File: config.mk
export PLATFORM = sky130hd
export DESIGN_NAME = pipe_hazard_ctrl
export DESIGN_NICKNAME = d
export VERILOG_FILES = /design/src/rtl/pipe_hazard_ctrl.sv
export SDC_FILE = /design/constraint.sdc
export NUM_CORES = 1
export LEC_CHECK = 0
export CORE_ASPECT_RATIO = 1.75
export CORE_MARGIN = 10
export CORE_UTILIZATION = 40
export CTS_BUF_LIST = sky130_fd_sc_hd__clkbuf_8
export DETAILED_ROUTE_END_ITERATION = 10
export GPL_TIMING_DRIVEN = 1
export PLACE_DENSITY = 0.73
export SLEW_MARGIN = 0
export SYNTH_ARGS = -nofsm -noshare
export SYNTH_HDL_FRONTEND = slang
export SYNTH_SLANG_ARGS = --single-unit
File: constraint.sdc
create_clock -name clk -period 4.3 [get_ports clk]
set_clock_uncertainty 0.05 [all_clocks]
set_input_delay 1.29 -clock clk [delete_from_list [all_inputs] [get_ports clk]]
set_output_delay 1.29 -clock clk [all_outputs]
set_load 0.01 [all_outputs]
File: src/rtl/pipe_hazard_ctrl.sv
// pipe_hazard_ctrl
// Hazard and flow controller for the five-stage pipeline (IF, ID, EX, MEM, WB).
//  - Tracks in-flight register writers in EX and MEM with shadow tags.
//  - Stalls ID on read-after-write hazards.
//  - Kills wrong-path instructions when MEM redirects the PC.
//  - Keeps a saturating count of RAW stall cycles.
// Optional feature macro: HAZ_BR_STALL_EN
//  - Undefined (default): predict-not-taken; id_cti is ignored.
//  - Defined: after a branch/jump leaves ID, the front end waits in BR_EX and
//    BR_MEM until the branch resolves in MEM.
module pipe_hazard_ctrl #(
    parameter int SCNT_W = 16
) (
    input  logic              clk,
    input  logic              rst,
    input  logic              id_valid,
    input  logic [4:0]        id_rs,
    input  logic [4:0]        id_rt,
    input  logic              id_use_rs,
    input  logic              id_use_rt,
    input  logic              id_wr,
    input  logic [4:0]        id_dst,
    input  logic              id_cti,
    input  logic              mem_redirect,
    output logic              pc_hold,
    output logic              id_hold,
    output logic              id_kill,
    output logic              ex_kill,
    output logic [SCNT_W-1:0] stall_cnt,
    output logic              busy
);

    // Shadow tags of the register writers currently in EX and MEM
    logic [4:0]        ex_tag_reg;
    logic              ex_tv_reg;
    logic [4:0]        mem_tag_reg;
    logic              mem_tv_reg;
    logic [SCNT_W-1:0] stall_cnt_reg;

    // Per-source hazard detection: index 0 is rs, index 1 is rt
    logic [1:0][4:0] src_reg_sel;
    logic [1:0]      src_use;
    logic [1:0]      src_haz;
    logic            raw;

    assign src_reg_sel[0] = id_rs;
    assign src_reg_sel[1] = id_rt;
    assign src_use[0]     = id_use_rs;
    assign src_use[1]     = id_use_rt;

    // r0 is hard-wired to zero, so it never creates a dependency
    generate
        for (genvar gi = 0; gi < 2; gi++) begin : g_src
            assign src_haz[gi] = src_use[gi] && (src_reg_sel[gi] != 5'd0) &&
                                 ((ex_tv_reg  && (src_reg_sel[gi] == ex_tag_reg)) ||
                                  (mem_tv_reg && (src_reg_sel[gi] == mem_tag_reg)));
        end
    endgenerate

    assign raw = id_valid && (|src_haz);

    logic in_br;

`ifdef HAZ_BR_STALL_EN
    typedef enum logic [1:0] {
        RUN    = 2'd0,
        BR_EX  = 2'd1,
        BR_MEM = 2'd2
    } state_t;

    state_t state_reg;

    // Branch-wait FSM: a branch that leaves ID (no RAW, no redirect) blocks
    // fetch until it has resolved in MEM; a redirect ends the wait early.
    always_ff @(posedge clk) begin
        if (rst) begin
            state_reg <= RUN;
        end else begin
            case (state_reg)
                RUN:     if (!mem_redirect && !raw && id_valid && id_cti) state_reg <= BR_EX;
                BR_EX:   state_reg <= mem_redirect ? RUN : BR_MEM;
                default: state_reg <= RUN;
            endcase
        end
    end

    assign in_br = (state_reg != RUN);
`else
    logic unused_cti;
    assign unused_cti = id_cti;
    assign in_br      = 1'b0;
`endif

    logic raw_stall;
    logic br_wait;
    logic ex_enter;

    // Control outputs: redirect beats branch wait, branch wait beats RAW stall
    always_comb begin
        pc_hold   = 1'b0;
        id_hold   = 1'b0;
        id_kill   = 1'b0;
        ex_kill   = 1'b0;
        raw_stall = 1'b0;
        br_wait   = 1'b0;
        if (!rst) begin
            if (mem_redirect) begin
                id_kill = 1'b1;
                ex_kill = 1'b1;
            end else if (in_br) begin
                pc_hold = 1'b1;
                id_kill = 1'b1;
                br_wait = 1'b1;
            end else if (raw) begin
                pc_hold   = 1'b1;
                id_hold   = 1'b1;
                ex_kill   = 1'b1;
                raw_stall = 1'b1;
            end
        end
    end

    assign busy     = raw_stall || br_wait;
    assign ex_enter = id_valid && id_wr && (id_dst != 5'd0) && !ex_kill;

    // Tag pipeline: ID->EX, EX->MEM; a redirect stops the wrong-path EX writer
    // from becoming a MEM writer, and the MEM tag simply retires.
    always_ff @(posedge clk) begin
        if (rst) begin
            ex_tag_reg  <= 5'd0;
            ex_tv_reg   <= 1'b0;
            mem_tag_reg <= 5'd0;
            mem_tv_reg  <= 1'b0;
        end else begin
            mem_tag_reg <= ex_tag_reg;
            mem_tv_reg  <= ex_tv_reg && !mem_redirect;
            ex_tag_reg  <= id_dst;
            ex_tv_reg   <= ex_enter;
        end
    end

    // Saturating RAW-stall counter for the debug display
    always_ff @(posedge clk) begin
        if (rst) begin
            stall_cnt_reg <= '0;
        end else if (raw_stall && (stall_cnt_reg != {SCNT_W{1'b1}})) begin
            stall_cnt_reg <= stall_cnt_reg + 1'b1;
        end
    end

    assign stall_cnt = stall_cnt_reg;

endmodule
# Yosys cells after proc, flatten, opt, wreduce, memory -nomap -nowiden
# Cells that the tools add are included.
word_totals:
  input_bits: 23
  ff_bits: 28
  output_inout_bits: 21
op_classes:
  reduce_logical: 22
  eq_ne: 5
  mux: 7
  addsub: 1
ops:
  columns: ["op", "n"]
  rows:
  - ["$eq 5x5->1", 4]
  - ["$add 16x1->16 const B", 1]
  - ["$ne 16x16->1 const B", 1]
  - ["$reduce_bool 5->1", 3]
  - ["$logic_and 1x1->1", 14]
  - ["$mux 1", 7]
  - ["$logic_not 1->1", 2]
  - ["$logic_or 1x1->1", 2]
  - ["$reduce_or 2->1", 1]

# Depth between registers and ports, before layout
depth:
  ltp_word: 11
  ltp_mapped: 9
  depth_no_buf: 7

# Worst setup path after synthesis
# OpenSTA, ideal clock, no wires.
synth_timing:
  kind: "input to output"
  from: "input id_rt[0]"
  to: "output id_hold"
  required_time_ns: 2.960
  arrival_time_ns: 2.467
  path_buffers: 1
  cell_stages: 5
  slack_ns: 0.493
  cell_sequence: "or3_1 -> o311a_1 -> a22oi_1 -> nor2_1 -> buf_4"
synth_between:
  elab_chain_cells: 9
synth_rtl:
  columns: ["item", "line", "text"]
  rows:
  - ["start, declared", "18", "input logic [4:0] id_rt,"]
  - ["$eq 5x5->1, on equally long branches", "55, 56", null]
  - ["$logic_and 1x1->1, on equally long branches", "55, 56", null]
  - ["$logic_or 1x1->1", "55", "((ex_tv_reg && (src_reg_sel[gi] == ex_tag_reg)) ||"]
  - ["$logic_and 1x1->1 (*)", "54", "assign src_haz[gi] = src_use[gi] && (src_reg_sel[gi] != 5'd0) &&"]
  - ["$reduce_or 2->1 (*)", "60", "assign raw = id_valid && (|src_haz);"]
  - ["$logic_and 1x1->1 (*)", "60", null]
  - ["$mux 1 (*) (3 in series)", null, null]
  - ["end, declared", "26", "output logic id_hold,"]
# Mark *: on every way between the ends. The rest lies on a longest branch, timed or not.

# Final worst setup path
layout_timing:
  from: "input id_rs[0]"
  to: "output ex_kill"
layout_between:
  elab_chain_cells: 9
layout_rtl:
  columns: ["item", "line", "text"]
  rows:
  - ["start, declared", "17", "input logic [4:0] id_rs,"]
  - ["$eq 5x5->1, on equally long branches", "55, 56", null]
  - ["$logic_and 1x1->1, on equally long branches", "55, 56", null]
  - ["$logic_or 1x1->1", "55", null]
  - ["$logic_and 1x1->1 (*)", "54", null]
  - ["$reduce_or 2->1 (*)", "60", null]
  - ["$logic_and 1x1->1 (*)", "60", null]
  - ["$mux 1 (*)", "114", "end else if (raw) begin"]
  - ["$mux 1 (*)", "107", "if (mem_redirect) begin"]
  - ["$mux 1 (*)", "106", "if (!rst) begin"]
  - ["end, declared", "28", "output logic ex_kill,"]
# Marked as above.

==> out/results.ini <==
[finish]
drive_gt1_share_pct=14.5
diodes=0
largest_reg_flops=16
syn2layout_area_growth_pct=41.6
stdcell_count=267
fin_nets=246

[run_status]
status=finished, final reports clean

[timing]
rsz0062_at_grt=false
finalHoldViolCount=0
fin_crit_ps=4230
tightest_slew_ps=742
slew-limit-headroom_pct=50.5
report.final.setup_viol=0
fin_crit_sh_pct=98.3
hold_ws_ps=455
fmax_mhz=237
layout_setup_ws_ps=73.9
slew_violations=0

[global_route]
grt_max_degree=33
grt_overflow=0
grt_pass1_wl_mm=6.44
antenna_found_initial=0
grt_usage_pct=12.0
first_global_vias=1420

[power]
irDropWorstVdd_uv=200
p_total_mw=0.543
leakage_nw=0.745
powerDensity_nw_per_um2=258

[clock_network]
cts-root-buf=clkbuf_8
cts_tree=yes
clock_sinks=28
cts_made_buffers=3
cts.clk_slew.worst_paths_ps=90
clk_latency_ps=270
clockBufferDepth=2
hold_buffers=0
htreeDepth=1

[placement]
place_hpwl_mm=3.14
io_buffers=42
place_worst_setup_slack_ps=-456
gp_congestion=0.800
dp_cells=260

[critical_path]
arrival_ps=2890
critPathLaunchType=primary input
worstPathCellList=clkdlybuf4s50_1, or3_1, o211a_1, a22oi_2, o21ai_2, buf_2
cp_slowest_cell=clkdlybuf4s50_1
cp_num_buf_inv=2
cp_data_required_time_ps=2960
end_kind=output pin
crit_fanout=3
path_delay_family=buffers and inverters
crit_type=primary input to output pin
critPathMaxStageDelay_ps=440

[logic_synthesis]
syn_nets=193
seq_area_frac_synth_pct=37.7
synth_top_area_cell=dfxtp_1
synth_most_common_cell=dfxtp_1
yosys-top-cells-area=dfxtp_1 38%, xnor2_1 12%, nor2b_1 5.5%, a21oi_1 4.0%, or4_1 4.0%
synth_edf_count=0
synth_ff_type=dfxtp_1
netlist_area_um2=1490
ys_ff_latch=28
yosys_warnings=0
netlist.area_leader.share_pct=37.7
async_reset_ff_share_pct=0
synthTopCellsByCount=28 x dfxtp_1, 20 x xnor2_1, 13 x nor2b_1, 12 x a21oi_1, 12 x nand2_1
avgSynthCellArea_um2=8.80
synthCells=169
synth.distinct_cells=37

[floorplanning]
io-pin-count=44
die_w_um=66.1
start_util_pct=41.4
num_rows=29
dieHeight_um=101
dieArea_um2=6650
core-area_um2=3590

[route]
drc_errors=0
viasPerCell=5.42
postRouteWirelength_mm=4.14
firstDrtPassIters=4
antenna_left=0
drt-initial-drc-count=45
vias=1446
wl_per_cell_um=15.5

[job]
maxCapViolCount=0

[hold_path]
hp-class=flop to flop

[layer usage]
metal,GRT usage [%],wire (um),vias up
met5,0,0,-
met4,5.19,80,0
met3,3.12,224,6
met2,21.9,2270,40
met1,12.1,1560,683
li1,-,-,717
[metrics by stage]
step | cell area, um^2 | util, % | setup TNS, ps
2_1_floorplan | 1490 | - | 0
3_3_place_gp | 1990 | 55.3 | -1670
3_5_place_dp | 1990 | 55.3 | -1660
4_1_cts | 2100 | 58.4 | -0.130
5_1_grt | 2110 | 58.7 | 0
6_report | 2110 | 58.7 | 0
[logic make-up after synthesis]
| logic type | count (synthesis) | share of synthesized area, % |
|---|---|---|
| AOI/OAI and AO/OA | 34 | 15.2 |
| xor gates and xnor gates | 21 | 12.4 |
| adders and majority gates | 1 | 0.841 |
| buffers and inverters | 11 | 4.88 |
| DFF | 28 | 37.7 |
| muxes | 2 | 1.43 |
| and+or+nand+nor | 72 | 27.6 |
[power by group]
part	total, mW	internal (mW)	switching, mW
clock	0.206	0.125	0.0811
sequential	0.269	0.264	0.00468
combinational	0.0683	0.0414	0.0269
[what timing repair did]
action / CTS / global route
pin swaps: 1 / 3
resized for setup: 19 / 9
gates cloned: 0 / 0
buffers inserted: 2 / 1
setup endpoints to repair: 4 / 4
[cell type report]
cell class	count	area [um^2]
clock buffers	3	41.3
clock inverters	1	30.0
fillers	319	1490
inverters	3	11.3
multi-input cells	130	891
flip-flops and latches	28	561
well taps	46	57.6
repair buffers	56	515
[worst paths after layout]
check | startpoint | cells past startpoint | slack, ps | endpoint
setup reg to reg | stall_cnt[0]$_SDFFE_PP0P_ | 7 | 1750 | stall_cnt[1]$_SDFFE_PP0P_
hold reg to reg | ex_tv_reg$_SDFF_PP0_ | 1 | 450 | mem_tv_reg$_SDFF_PP0_
setup / recovery | id_rs[0] | 6 | 70 | ex_kill
hold / removal | ex_tv_reg$_SDFF_PP0_ | 1 | 450 | mem_tv_reg$_SDFF_PP0_
[placed cells by master (no fill, tap or decap), types with 2 or more instances in the layout]
cell              n
nand4_1           6
nor2b_1          13
clkdlybuf4s50_1  34
o21ai_1           8
or3_1             9
dlymetal6s2s_1    4
xnor2_1          19
o22ai_2           2
nor2_1            6
o31ai_1           5
buf_2             4
buf_4            14
a21oi_1          12
and3_1            2
nand2_1          12
dfxtp_1          28
inv_1             3
nand3_1           8
or4_1             8
clkbuf_8          3
(Power assumes the default switching activity.)
